[config.mk]
export PLATFORM = sky130hd
export DESIGN_NAME = acc_wb_sequencer
export DESIGN_NICKNAME = d
export VERILOG_FILES = /design/src/rtl/acc_wb_sequencer.sv
export SDC_FILE = /design/constraint.sdc
export NUM_CORES = 1
export LEC_CHECK = 0
export ABC_AREA = 0
export BUFFER_PORTS_ARGS = -buffer_cell sky130_fd_sc_hd__buf_4
export CORE_AREA = 2 2 65 48
export CTS_BUF_LIST = sky130_fd_sc_hd__clkbuf_8
export DETAILED_ROUTE_END_ITERATION = 10
export DIE_AREA = 0 0 67 50
export PLACE_DENSITY = 0.84
export SETUP_SLACK_MARGIN = 0.05
export SYNTH_ARGS = -nofsm -noshare
export SYNTH_HDL_FRONTEND = slang
export SYNTH_SLANG_ARGS = --single-unit
[constraint.sdc]
create_clock -name Clk -period 2.36 [get_ports Clk]
set_input_delay 0.118 -clock Clk [delete_from_list [all_inputs] [get_ports Clk]]
set_output_delay 0.118 -clock Clk [all_outputs]
set_load 0.01 [all_outputs]
[src/rtl/acc_wb_sequencer.sv]
// Accumulator write-back sequencer: takes one decoded instruction at a time through
// execute, the data-memory handshake and write-back, then signals retirement.
module acc_wb_sequencer #(
    parameter int MEM_TIMEOUT = 15,
    parameter int CNT_W       = 16
) (
    input  logic             Clk,
    input  logic             Reset,
    input  logic             instr_valid,
    output logic             instr_ready,
    input  logic [2:0]       op_class,
    input  logic             mem_ack,
    output logic             mem_req,
    output logic             mem_we,
    output logic [2:0]       acc_sel,
    output logic             acc_we,
    output logic             instr_done,
    output logic             halted,
    output logic             mem_err,
    output logic [CNT_W-1:0] retired_cnt
);
    localparam int              TO_W     = $clog2(MEM_TIMEOUT + 1);
    localparam logic [TO_W-1:0] TO_LAST  = TO_W'(MEM_TIMEOUT - 1);
    localparam logic [2:0]      SEL_NONE = 3'b111;
    localparam logic [2:0]      SEL_MEM  = 3'b100;
    localparam logic [2:0]      OP_REG_MAX = 3'd3;
    localparam logic [2:0]      OP_LOAD  = 3'd4;
    localparam logic [2:0]      OP_STORE = 3'd5;
    localparam logic [2:0]      OP_NOP   = 3'd6;
    localparam logic [2:0]      OP_HALT  = 3'd7;

    typedef enum logic [2:0] {IDLE, EXEC, MEM_WAIT, WB, HALT} state_t;

    state_t           r_state;
    logic [2:0]       r_op;
    logic [TO_W-1:0]  r_tmo;
    logic [2:0]       r_acc_sel;
    logic             r_acc_we;
    logic             r_mem_req;
    logic             r_mem_we;
    logic             r_done;
    logic             r_halted;
    logic             r_err;
    logic [CNT_W-1:0] r_retired;

    // Outputs are loaded on the edge that enters the state they belong to, so the
    // write/retire pulses line up with EXEC and WB without any input-to-output path.
    always_ff @(posedge Clk) begin
        if (Reset) begin
            r_state   <= IDLE;
            r_op      <= '0;
            r_tmo     <= '0;
            r_acc_sel <= SEL_NONE;
            r_acc_we  <= 1'b0;
            r_mem_req <= 1'b0;
            r_mem_we  <= 1'b0;
            r_done    <= 1'b0;
            r_halted  <= 1'b0;
            r_err     <= 1'b0;
            r_retired <= '0;
        end else begin
            r_acc_sel <= SEL_NONE;
            r_acc_we  <= 1'b0;
            r_done    <= 1'b0;
            if (r_done) begin
                r_retired <= r_retired + CNT_W'(1);
            end

            unique case (r_state)
                IDLE: begin
                    if (instr_valid) begin
                        r_op    <= op_class;
                        r_state <= EXEC;
                        if (op_class <= OP_REG_MAX) begin
                            r_acc_sel <= op_class;
                            r_acc_we  <= 1'b1;
                            r_done    <= 1'b1;
                        end else if (op_class == OP_NOP || op_class == OP_HALT) begin
                            r_done <= 1'b1;
                        end
                    end
                end
                EXEC: begin
                    case (r_op)
                        OP_LOAD, OP_STORE: begin
                            r_state   <= MEM_WAIT;
                            r_mem_req <= 1'b1;
                            r_mem_we  <= (r_op == OP_STORE);
                        end
                        OP_HALT: begin
                            r_state  <= HALT;
                            r_halted <= 1'b1;
                        end
                        default: r_state <= IDLE;
                    endcase
                end
                MEM_WAIT: begin
                    r_tmo <= r_tmo + TO_W'(1);
                    // An ack on the last allowed cycle wins over the timeout.
                    if (mem_ack || r_tmo == TO_LAST) begin
                        r_tmo     <= '0;
                        r_mem_req <= 1'b0;
                        r_mem_we  <= 1'b0;
                        r_done    <= 1'b1;
                        if (!mem_ack) begin
                            r_err   <= 1'b1;
                            r_state <= IDLE;
                        end else if (r_op == OP_LOAD) begin
                            r_state   <= WB;
                            r_acc_sel <= SEL_MEM;
                            r_acc_we  <= 1'b1;
                        end else begin
                            r_state <= IDLE;
                        end
                    end
                end
                WB:      r_state <= IDLE;
                HALT:    r_state <= HALT;
                default: r_state <= IDLE;
            endcase
        end
    end

    assign instr_ready = (r_state == IDLE);
    assign mem_req     = r_mem_req;
    assign mem_we      = r_mem_we;
    assign acc_sel     = r_acc_sel;
    assign acc_we      = r_acc_we;
    assign instr_done  = r_done;
    assign halted      = r_halted;
    assign mem_err     = r_err;
    assign retired_cnt = r_retired;
endmodule

# [Word-level counts from Yosys, hierarchy flattened]
# Index checks and enable logic that the tools add are counted.
[op_classes] addsub=2 multipliers=0 div_mod_pow=0 magnitude_cmp=1 n_eq_ne=12 shift=0 muxes=29 bitwise=1 reduce_logical=10
[op_table] operator="3-bit == test, second input constant" n=6
[op_table] operator="16-bit by 1-bit adder with 16-bit output, second input constant" n=1
[op_table] operator="1-bit 2-to-1 mux" n=12
[op_table] operator="3-bit 2-to-1 mux" n=4
[op_table] operator="3-bit case mux with 2 select lines" n=2
[op_table] operator="3-bit case mux with 4 select lines" n=1
[op_table] operator="2-bit 2-to-1 mux" n=5
[op_table] operator="1-bit case mux with 2 select lines" n=4
[op_table] operator="2-bit != test, second input constant" n=3
[op_table] operator="2-bit AND reduction" n=3
[op_table] operator="3-bit AND reduction" n=2
[op_table] operator="4-bit by 1-bit adder with 4-bit output, second input constant" n=1
[op_table] operator="4-bit == test, second input constant" n=1
[op_table] operator="4-bit 2-to-1 mux" n=1
[op_table] operator="3-bit by 1-bit == test with 1-bit output, second input constant" n=1
[op_table] operator="3-bit by 2-bit == test with 1-bit output, second input constant" n=1
[op_table] operator="3-bit by 2-bit less-or-equal comparator with 1-bit output, second input constant" n=1
[op_table] operator="3-bit zero test" n=1
[op_table] operator="1-bit logical OR" n=2
[op_table] operator="2-bit nonzero test" n=1
[op_table] operator="2-bit OR reduction" n=1
[op_table] operator="1-bit NOT" n=1
[word_totals] ff_bits=35 latchBits=0 mem_bits_rw=0 mem_bits_ro=0 inputBits=7 mem_count=0

# [Logic depth before layout (Yosys ltp)]
[depth] depth_word=6 depth_mapped=5 depth_no_buf=5

# [Least setup slack after synthesis]
# OpenSTA, ideal clock, no wires.
[synth_timing] path_kind="register to register" start="register r_done, in the netlist instr_done" end="register r_retired[13], in the netlist retired_cnt[13]" arrival_time_ns=1.474 t_required_ns=2.239 setup_slack_ns=0.765 path_stages_with_launch=5 synth_period_minus_slack_ns=1.595 cell_sequence="dfxtp_1 > clkbuf_1 > nand3_1 > nor4_1 > mux2_2"
[synth_rtl] element="start, declared" line_no="41" source="logic r_done;"
[synth_rtl] element="start signal, assigned" line_no="57" source="r_done <= 1'b0;"
[synth_rtl] element="start signal, assigned" line_no="64" source="r_done <= 1'b0;"
[synth_rtl] element="start signal, assigned" line_no="77" source="r_done <= 1'b1;"
[synth_rtl] element="end signal, assigned" line_no="66" source="r_retired <= r_retired + CNT_W'(1);"
[synth_rtl] element="end, declared" line_no="44" source="logic [CNT_W-1:0] r_retired;"

# [Worst setup path in the final report]
[layout_timing] start="register r_retired[2], in the netlist retired_cnt[2]" end="register r_retired[15], in the netlist retired_cnt[15]"
[layout_via] elab_chain_len=1
[layout_rtl] element="16-bit by 1-bit adder with 16-bit output" line_no="66"
# No other way between the ends.
# A chain may end at the register's enable or synchronous reset.

==> results.cfg <==
[setup_path]
arrival_ns = 2.10
worst-endpoint-required_ns = 2.53
path_cells = nand4_1, nor4_1, mux2_2
cp_max_fo = 17
worst_setup_path_startpoint = retired_cnt[2]
timing.critical_path.from_type = flip-flop
reg_to_reg_start = retired_cnt[2]
end_kind = flip-flop
cp.buffers_inverters = 0
setup.worst_path.class = reg2reg
crit_path_top_delay_cell = nand4_1
cpPeakStageDelay_ns = 0.52
worst_path_dominant_cell_family = simple AND/OR/NAND/NOR gates

[floorplanning]
die_w_um = 67
core_area_mm2 = 0.002723
starting_density_of_the_core_pct = 57.86
floorplan.die_area_mm2 = 0.003350
total_i_o_pin_count = 33
fp_rows = 16
die_y_um = 50

[finish]
multi_input_combinational_cell_area_um2 = 809.5
layout.area.seq_um2 = 700.7
drive_gt1_share_pct = 22.82
fillCellCount = 221
fin_nets = 215
finalCoreUtilization_pct = 69.76
antenna_cells_inserted = 0
area_growth_syn_to_layout_pct = 20.57
layout_common_cells = 35 x dfxtp_1, 32 x buf_4, 13 x a21oi_1, 12 x nor2_1, 10 x nand4_1
mostFrequentLayoutCell = dfxtp_1

[yosys]
synthesis.nets = 185
synth_sequential_area_ratio_pct = 44.48
ys_warn_count = 0
postSynth.topFlopCell = dfxtp_1
synthDistinctLibCells = 40
synth-seq-cells = 35
avgSynthCellArea_um2 = 9.001
synth_edf_count = 0
netlist_instances = 175
synth_area_mm2 = 0.001575
synth-async-reset-ratio_pct = 0

[global_route]
overflow = 0
antenna_violations_before_repair = 0
grtUsageTotal_pct = 25.98
grt_pass1_vias = 1397
grt_pass1_wl_um = 6561
grt_start_max_net_pins = 32

[detailed_routing]
antenna_violating_nets_post_route = 0
post-route-drc-count = 0
vias_per_cell = 6.326
wire_per_inst_um = 16.44
drt_pass1_iterations = 5
wl_um = 3979
routed-via-count = 1531
initialDrtViolationCount = 103

[pwr]
static-leakage-power_uw = 0.0007047
peakVddDrop_mv = 0.4037
power.density_mw_per_mm2 = 586.6

[job]
timing.max_cap.violations = 0

[timing]
setup_viol = 0
worst_slew_pin_slew_ns = 0.6738
hold_viol_final = 0
final_max_slew_viol_count = 0
layout_worst_path_cycle_share_pct = 81.78
post-route-worst-setup-slack_ns = 0.4299
maxSlewHeadroom_pct = 54.47
fin_skew_ns = 0.004603
tns_ns = 0
rsz0062_at_grt = false
min_clock_period_post_route_ns = 1.930
timing.fmax_mhz = 518.1

[clock_tree]
clkTransAtPathRegs_ns = 0.07
cell_at_the_root_of_the_clock_tree = clkbuf_8
clock_latency_ns = 0.28
htree_num_levels = 2
cts_setup_buffers = 0
post_cts_hold_buffer_count = 0
numClockSinks = 35
tritoncts = done
clk_path_buf_depth = 2
cts-buffers-inserted = 5
cts_repair_resize_count = 0

[hold_path]
hold_path.class = in2reg
worst_hold_startpoint = op_class[2]

[place]
port_buffers = 32
globalplace.congestion = 0.8275
place.detailed.hpwl_um = 2677
post-place-ws_ns = 0.5070

[outcome]
outcome = completed
==> synthesized netlist by cell type, types with 2 or more instances <==
cell type / number / area (um2)
dfxtp_1: 35 / 700.7
o31ai_1: 3 / 22.52
nor2_1: 12 / 45.04
buf_1: 2 / 7.510
nand2b_1: 2 / 12.51
buf_6: 2 / 22.52
nor4_1: 6 / 37.54
o21ai_0: 9 / 45.04
nor2b_1: 3 / 18.77
nand3_1: 9 / 45.04
xor2_1: 3 / 26.28
nand2_1: 9 / 33.78
a21oi_1: 13 / 65.06
or3_1: 5 / 31.28
mux2_2: 3 / 33.78
ha_1: 3 / 37.54
o21a_1: 4 / 30.03
nand4_1: 10 / 62.56
inv_1: 4 / 15.01
a31oi_1: 2 / 12.51
nor3_1: 7 / 35.03
mux2i_1: 4 / 40.04
o31a_1: 2 / 17.52
or4_1: 4 / 30.03
clkbuf_1: 4 / 15.01
==> final timing paths <==
kind,cells past startpoint,slack [ns],endpoint
worst min-delay path,3,0.1,acc_sel[2]
worst min register to register,1,0.48,halted
worst max-delay path,3,0.43,retired_cnt[15]
worst max register to register,3,0.43,retired_cnt[15]
==> layer usage <==
layer	track usage [%]	vias to the layer above	part of all wire, %
li1	-	713	-
met1	34.52	721	42
met2	40.10	83	47
met3	6.849	14	8.5
met4	9.864	0	2.2
met5	0	-	0
==> power breakdown <==
group          total (uW)  internal [uW]  switching [uW]
logic                69.7           32.1            37.6
registers             616            601            15.7
clock network         428            205             223
==> worst reg2reg max path, cell delays in order (launching register included) <==
cell and delay, ns:
dfxtp_1 0.43, nand4_1 0.52, nor4_1 0.49, mux2_2 0.38
==> stage by stage <==
step	hold WS, ns	power [uW]	cell area, um2	cells
global placement	0.3770	694.4	1810	234
floorplan	0.2334	668.6	1575	175
global route	0.1043	1162	1899	242
finish	0.09793	1114	1899	242
detailed placement	0.3875	697.2	1810	234
CTS	0.08941	1120	1899	242
==> registers in the layout, summed over array words and instances, names as in the netlist <==
name and count:
retired_cnt 16, instr_done 1, mem_err 1, r_state 3
r_tmo 4, acc_sel 3, halted 1, acc_we 1
mem_we 1, r_op 3, mem_req 1
==> cells by family (layout without fill, tap and decap cells) <==
group,after synthesis,count (layout),synth area share (%)
xor gates and xnor gates,4,4,2.224
DFF,35,35,44.48
muxes,7,7,4.686
adders and majority gates,3,3,2.383
and+or+nand+nor,75,75,27.09
AOI/OAI and AO/OA,38,38,15.01
buffers and inverters,13,44,4.129
==> layout make-up <==
class | count | area share (%)
Clock buffer | 5 | 3.623
Clock inverter | 3 | 1.054
Inverter | 4 | 0.7905
Multi-Input combinational cell | 127 | 42.62
Sequential cell | 35 | 36.89
Tap cell | 36 | 2.372
Timing Repair Buffer | 32 | 12.65
(Power assumes the default switching activity.)
